--- src/rtl/ps2_host_tx.sv ---
// ps2_host_tx: PS/2 host-to-device command byte transmitter with filtered line inputs.
// Define PS2_TX_RESEND_EN to retry a failed transfer once before pulsing oError.
module ps2_host_tx #(
    parameter int INHIBIT_CYCLES = 5000,
    parameter int TIMEOUT_CYCLES = 750000,
    parameter int FILTER_LEN = 8
) (
    input  logic       Clock,
    input  logic       Reset,
    input  logic [7:0] iData,
    input  logic       iSend,
    input  logic       iPS2_CLK,
    input  logic       iPS2_DATA,
    output logic       oPS2_CLK_OE,
    output logic       oPS2_DATA_OE,
    output logic       oBusy,
    output logic       oDone,
    output logic       oError
);
    localparam int IW = $clog2(INHIBIT_CYCLES + 1);
    localparam int TW = $clog2(TIMEOUT_CYCLES + 1);
    localparam logic [IW-1:0] INH_LAST = IW'(INHIBIT_CYCLES - 1);
    localparam logic [TW-1:0] TMO_LAST = TW'(TIMEOUT_CYCLES - 1);

    typedef enum logic [3:0] {IDLE, INHIBIT, REQ, BITS, PARITY, STOP, ACK, WAIT_IDLE, DONE, ERR} stateT;

    stateT state;
    logic [1:0] clkSync, dataSync;
    logic [FILTER_LEN-1:0] clkHist, dataHist;
    logic clkFilt, dataFilt, clkPrev;
    logic [IW-1:0] inhCnt;
    logic [TW-1:0] toutCnt;
    logic [3:0] bitCnt;
    logic [7:0] dataReg;
    logic parity;
    logic fall, timed, timeout, fail, canRetry;

    // Idle bus is high, so the conditioning chain resets to ones.
    always_ff @(posedge Clock or negedge Reset) begin
        if (!Reset) begin
            clkSync <= '1;
            dataSync <= '1;
            clkHist <= '1;
            dataHist <= '1;
            clkFilt <= 1'b1;
            dataFilt <= 1'b1;
            clkPrev <= 1'b1;
        end else begin
            clkSync <= {clkSync[0], iPS2_CLK};
            dataSync <= {dataSync[0], iPS2_DATA};
            clkHist <= {clkHist[FILTER_LEN-2:0], clkSync[1]};
            dataHist <= {dataHist[FILTER_LEN-2:0], dataSync[1]};
            clkFilt <= &clkHist | (clkFilt & |clkHist);
            dataFilt <= &dataHist | (dataFilt & |dataHist);
            clkPrev <= clkFilt;
        end
    end

    assign fall = clkPrev & ~clkFilt;
    assign timed = state inside {BITS, PARITY, STOP, ACK, WAIT_IDLE};
    assign timeout = timed && toutCnt == TMO_LAST;
    assign fail = timeout || (state == ACK && fall && dataFilt);

`ifdef PS2_TX_RESEND_EN
    logic retried;
    always_ff @(posedge Clock or negedge Reset) begin
        if (!Reset) retried <= 1'b0;
        else if (state == IDLE) retried <= 1'b0;
        else if (fail) retried <= 1'b1;
    end
    assign canRetry = !retried;
`else
    assign canRetry = 1'b0;
`endif

    always_ff @(posedge Clock or negedge Reset) begin
        if (!Reset) begin
            state <= IDLE;
            oPS2_CLK_OE <= 1'b0;
            oPS2_DATA_OE <= 1'b0;
            oBusy <= 1'b0;
            oDone <= 1'b0;
            oError <= 1'b0;
            inhCnt <= '0;
            toutCnt <= '0;
            bitCnt <= '0;
            dataReg <= '0;
            parity <= 1'b0;
        end else begin
            oDone <= 1'b0;
            oError <= 1'b0;
            if (timed) toutCnt <= toutCnt + TW'(1);
            if (timed && fall) bitCnt <= (bitCnt == 4'd11) ? bitCnt : bitCnt + 4'd1;
            if (fail) begin
                oPS2_DATA_OE <= 1'b0;
                inhCnt <= '0;
                if (canRetry) begin
                    oPS2_CLK_OE <= 1'b1;
                    state <= INHIBIT;
                end else begin
                    oPS2_CLK_OE <= 1'b0;
                    oBusy <= 1'b0;
                    oError <= 1'b1;
                    state <= ERR;
                end
            end else begin
                case (state)
                    IDLE: if (iSend) begin
                        dataReg <= iData;
                        parity <= ~^iData;
                        oBusy <= 1'b1;
                        oPS2_CLK_OE <= 1'b1;
                        inhCnt <= '0;
                        state <= INHIBIT;
                    end
                    INHIBIT: begin
                        inhCnt <= inhCnt + IW'(1);
                        if (inhCnt == INH_LAST) begin
                            oPS2_DATA_OE <= 1'b1;
                            state <= REQ;
                        end
                    end
                    REQ: begin
                        oPS2_CLK_OE <= 1'b0;
                        toutCnt <= '0;
                        bitCnt <= '0;
                        state <= BITS;
                    end
                    BITS: if (fall) begin
                        oPS2_DATA_OE <= ~dataReg[bitCnt[2:0]];
                        if (bitCnt == 4'd7) state <= PARITY;
                    end
                    PARITY: if (fall) begin
                        oPS2_DATA_OE <= ~parity;
                        state <= STOP;
                    end
                    STOP: if (fall) begin
                        oPS2_DATA_OE <= 1'b0;
                        state <= ACK;
                    end
                    ACK: if (fall) state <= WAIT_IDLE;
                    WAIT_IDLE: if (clkFilt && dataFilt) begin
                        oDone <= 1'b1;
                        oBusy <= 1'b0;
                        state <= DONE;
                    end
                    default: state <= IDLE;
                endcase
            end
        end
    end
endmodule

--- config.mk ---
export PLATFORM = sky130hd
export DESIGN_NAME = ps2_host_tx
export DESIGN_NICKNAME = d
export VERILOG_FILES = /design/src/rtl/ps2_host_tx.sv
export SDC_FILE = /design/constraint.sdc
export NUM_CORES = 1
export LEC_CHECK = 0
export ABC_CLOCK_PERIOD_IN_PS = 2600
export CAP_MARGIN = 20
export CORE_MARGIN = 4
export CORE_UTILIZATION = 35
export CTS_BUF_LIST = sky130_fd_sc_hd__clkbuf_4 sky130_fd_sc_hd__clkbuf_8
export CTS_CLUSTER_SIZE = 25
export DETAILED_ROUTE_END_ITERATION = 8
export PLACE_DENSITY = 0.5
export SYNTH_ARGS = -nofsm -noshare
export SYNTH_HDL_FRONTEND = slang
export SYNTH_SLANG_ARGS = --single-unit
--- constraint.sdc ---
create_clock -name Clock -period 2.6 [get_ports Clock]
set_input_delay 0.52 -clock Clock [delete_from_list [all_inputs] [get_ports Clock]]
set_output_delay 0.52 -clock Clock [all_outputs]
set_load 0.01 [all_outputs]
==> run metrics <==
CTS H-tree depth 3; CTS tree yes; Met1 Routed Length about 3600 µm; Fin Clk Skew ~9 ps; P_leak approximately 1.7 nW; Global Route Usage Sum between 10 and 15%; count of final hold-check violations 0; Setup Fix Bufs, Post-CTS 0; syn avg cell area between 10 and 15 µm²; Syn Inst Count approximately 340; reg2reg end inhCnt[9]; Final ANT Viol Nets 0; area of the die 0.0121 mm²; Switching Power slightly above 0.5 mW; Least-Margin Pin Slew ~670 ps; largest net degree at the start of global routing 41; # diodes 0; Crit Path Category reg -> reg; # nets final ~380; share of flip-flops with an asynchronous set or reset 100%; WL/cell roughly 14 µm; detailed-route wire length roughly 7000 µm; Worst Setup End Kind flip-flop; routed wl met2 just over 3000 µm; Via-to-Cell Ratio 5.10; clock sinks 78; r2r worst-path depth 5; gp weighted congestion between 0.7 and 0.8; die width about 110 µm; Reg2Reg Launch Point toutCnt[6]; fraction of layout cells with a size suffix above 1 17.3%; post-layout util a little over two fifths; Post-CTS Hold Buffers 0; fin crit period 2170 ps; max frequency about 0.46 GHz; vias 2535; crit-path max cell delay around 550 ps; DR top layer met4; Setup TNS 0 ps; Logic pwr share about 3.6%; initial core utilization between 30% and 40%; Mapped Area ~0.0036 mm²; Reg2Reg Setup Slack roughly 430 ps; critical path peak fanout 19; CP Cell Sequence nor4bb_1 > and4_1 > a21oi_2 > or4_1 > a21oi_1; sequential area share after synthesis a little over half; Sw Share 21.1%; vias in the first global route ~2500; first-pass GRT wire length ~12000 µm; DIE HEIGHT 110 µm; Clk Latency, worst-skew pair approximately 350 ps; Clock Path Buffers 2; Post-synth top flop dfrtp_1; Syn. warnings 0; PortBufs 17; MaxCap Viol Count 0; EDFF count, synth 0; Area Overhead vs Synth 16.2%; Pwr Density 582 mW/mm²; initial antenna violation count 0; result of the run finished, final reports clean; DP HPWL between 4000 and 5000 µm; metal3 WL 246 µm; CTS root buffer clkbuf_8; CP max stage cell or4_1; post_cts resized 0; clock transition at the registers of the reported paths roughly 80 ps; I/O pin count 18; data required time of the critical path approximately 2900 ps; Mapped Nets between 300 and 400; Final Max Slew Viols 0; crit share post-route between 80% and 90%; CP startpoint kind flip-flop; Seq pwr share 51.6%; Pint 1.94 mW; Slew HR 55.3%; worst hold path type in -> async; row count 36; Core Box Area 0.00995 mm²; RSZ-0062 raised after global routing no; TritonCTS Buffers 9; GRT overflow 0; synthesized flop and latch total 78; Unique masters post-synth between 40 and 50; DRT Pass-1 Iters 4; initial drt markers ~150; CP arrival about 2500 ps; clock group share of total power 44.8%; VDD IR max 0.210 mV; final setup violation count 0; detailed-route DRC error count 0
[cell type report]
cell class | count | area [µm²]
fillers | 961 | 5740
flip-flops and latches | 78 | 1980
multi-input cells | 243 | 1590
repair buffers | 22 | 218
well taps | 133 | 166
clock buffers | 9 | 124
clock inverters | 7 | 120
inverters | 5 | 18.8
[flip-flops by register name, summed over array words and instances (netlist names), 2 cells and up]
signal	count
bitCnt	4
clkSync	2
state	4
dataSync	2
clkHist	8
dataHist	8
toutCnt	20
dataReg	8
inhCnt	13
[placed cells by master, fill, tap and decap left out, types with 5 or more instances in the layout]
cell type and n:
o21ai_0 19, mux2_4 5, dfrtp_1 55, xnor2_1 17, mux2i_1 5, dfstp_2 23
nor3_1 11, and3_1 8, nand4_1 12, or3_1 7, nor2b_1 6, clkbuf_8 9
xor2_1 9, clkdlybuf4s50_1 16, nand2_1 28, buf_4 5, nand3_1 13, a21oi_1 12
nor2_1 35
[cells by family after synthesis]
logic type,after synthesis,synth area share (%)
and+or+nand+nor,148,22.0
DFF,78,54.6
AOI/OAI and AO/OA,50,8.38
xor gates and xnor gates,26,6.27
muxes,16,5.93
buffers and inverters,14,1.79
adders and majority gates,3,1.03
[power by group through the flow]
stage	clock (mW)	sequential [mW]	combinational [mW]
4_1_cts	1.14	1.27	0.0911
3_5_place_dp	0	1.29	0.0907
2_1_floorplan	0	1.29	0.0344
5_1_grt	1.18	1.27	0.0994
6_report	1.10	1.27	0.0879
3_3_place_gp	0	1.29	0.0891
[metrics by stage]
step                instance area [µm²]  instances  worst slack (ps)  total power, mW  hold WS, ps
floorplan                          3630        335               728             1.32          224
global placement                   3970        481               417             1.38          347
detailed placement                 3970        481               392             1.38          350
CTS                                4220        497               430             2.50          141
global route                       4220        497               321             2.56          173
finish                             4220        497               426             2.46          138
[per-layer routing]
layer | track usage [%] | vias to the layer above
met3 | 3.46 | 9
met5 | 0 | -
met2 | 18.8 | 45
met1 | 18.3 | 1227
li1 | - | 1254
met4 | 4.27 | 0
[worst max-delay path, delay by kind of cell, from the launching register on]
family / cells / cell delay [ps]
simple gates: 3 / 1320
flops: 1 / 430
compound gates: 2 / 350
[cell usage after synthesis, types with 3 or more instances]
cell type	count	area share, %
nor2b_1	6	1.0
nor2_1	35	3.6
or3_1	7	1.2
o21ai_0	19	2.6
dfstp_2	23	17
buf_2	4	0.55
ha_1	3	1.0
nand2b_1	4	0.69
nor4bb_1	3	0.83
inv_1	4	0.41
and4_1	4	0.97
nand2_1	28	2.9
dfrtp_1	55	38
o31ai_1	4	0.83
and3_1	8	1.4
nand3_1	13	1.8
o41ai_1	3	0.72
or4_1	3	0.62
mux2_4	5	2.1
mux2i_1	5	1.4
mux2_2	4	1.2
nand4_1	12	2.1
clkbuf_1	4	0.41
xnor2_1	17	4.1
nor3_1	11	1.5
xor2_1	9	2.2
a21oi_1	12	1.7
[worst max-delay path by stage]
stage / endpoint / cells past startpoint / slack, ps / from
after detailed placement: inhCnt[12] / 4 / 390 / iSend
final: inhCnt[9] / 5 / 430 / toutCnt[6]
after CTS: inhCnt[9] / 5 / 430 / toutCnt[6]
after floorplan: dataReg[3] / 5 / 730 / state[3]
after global routing: inhCnt[9] / 5 / 320 / toutCnt[6]
after global placement: dataReg[5] / 3 / 420 / iSend
(Power assumes the default switching activity.)
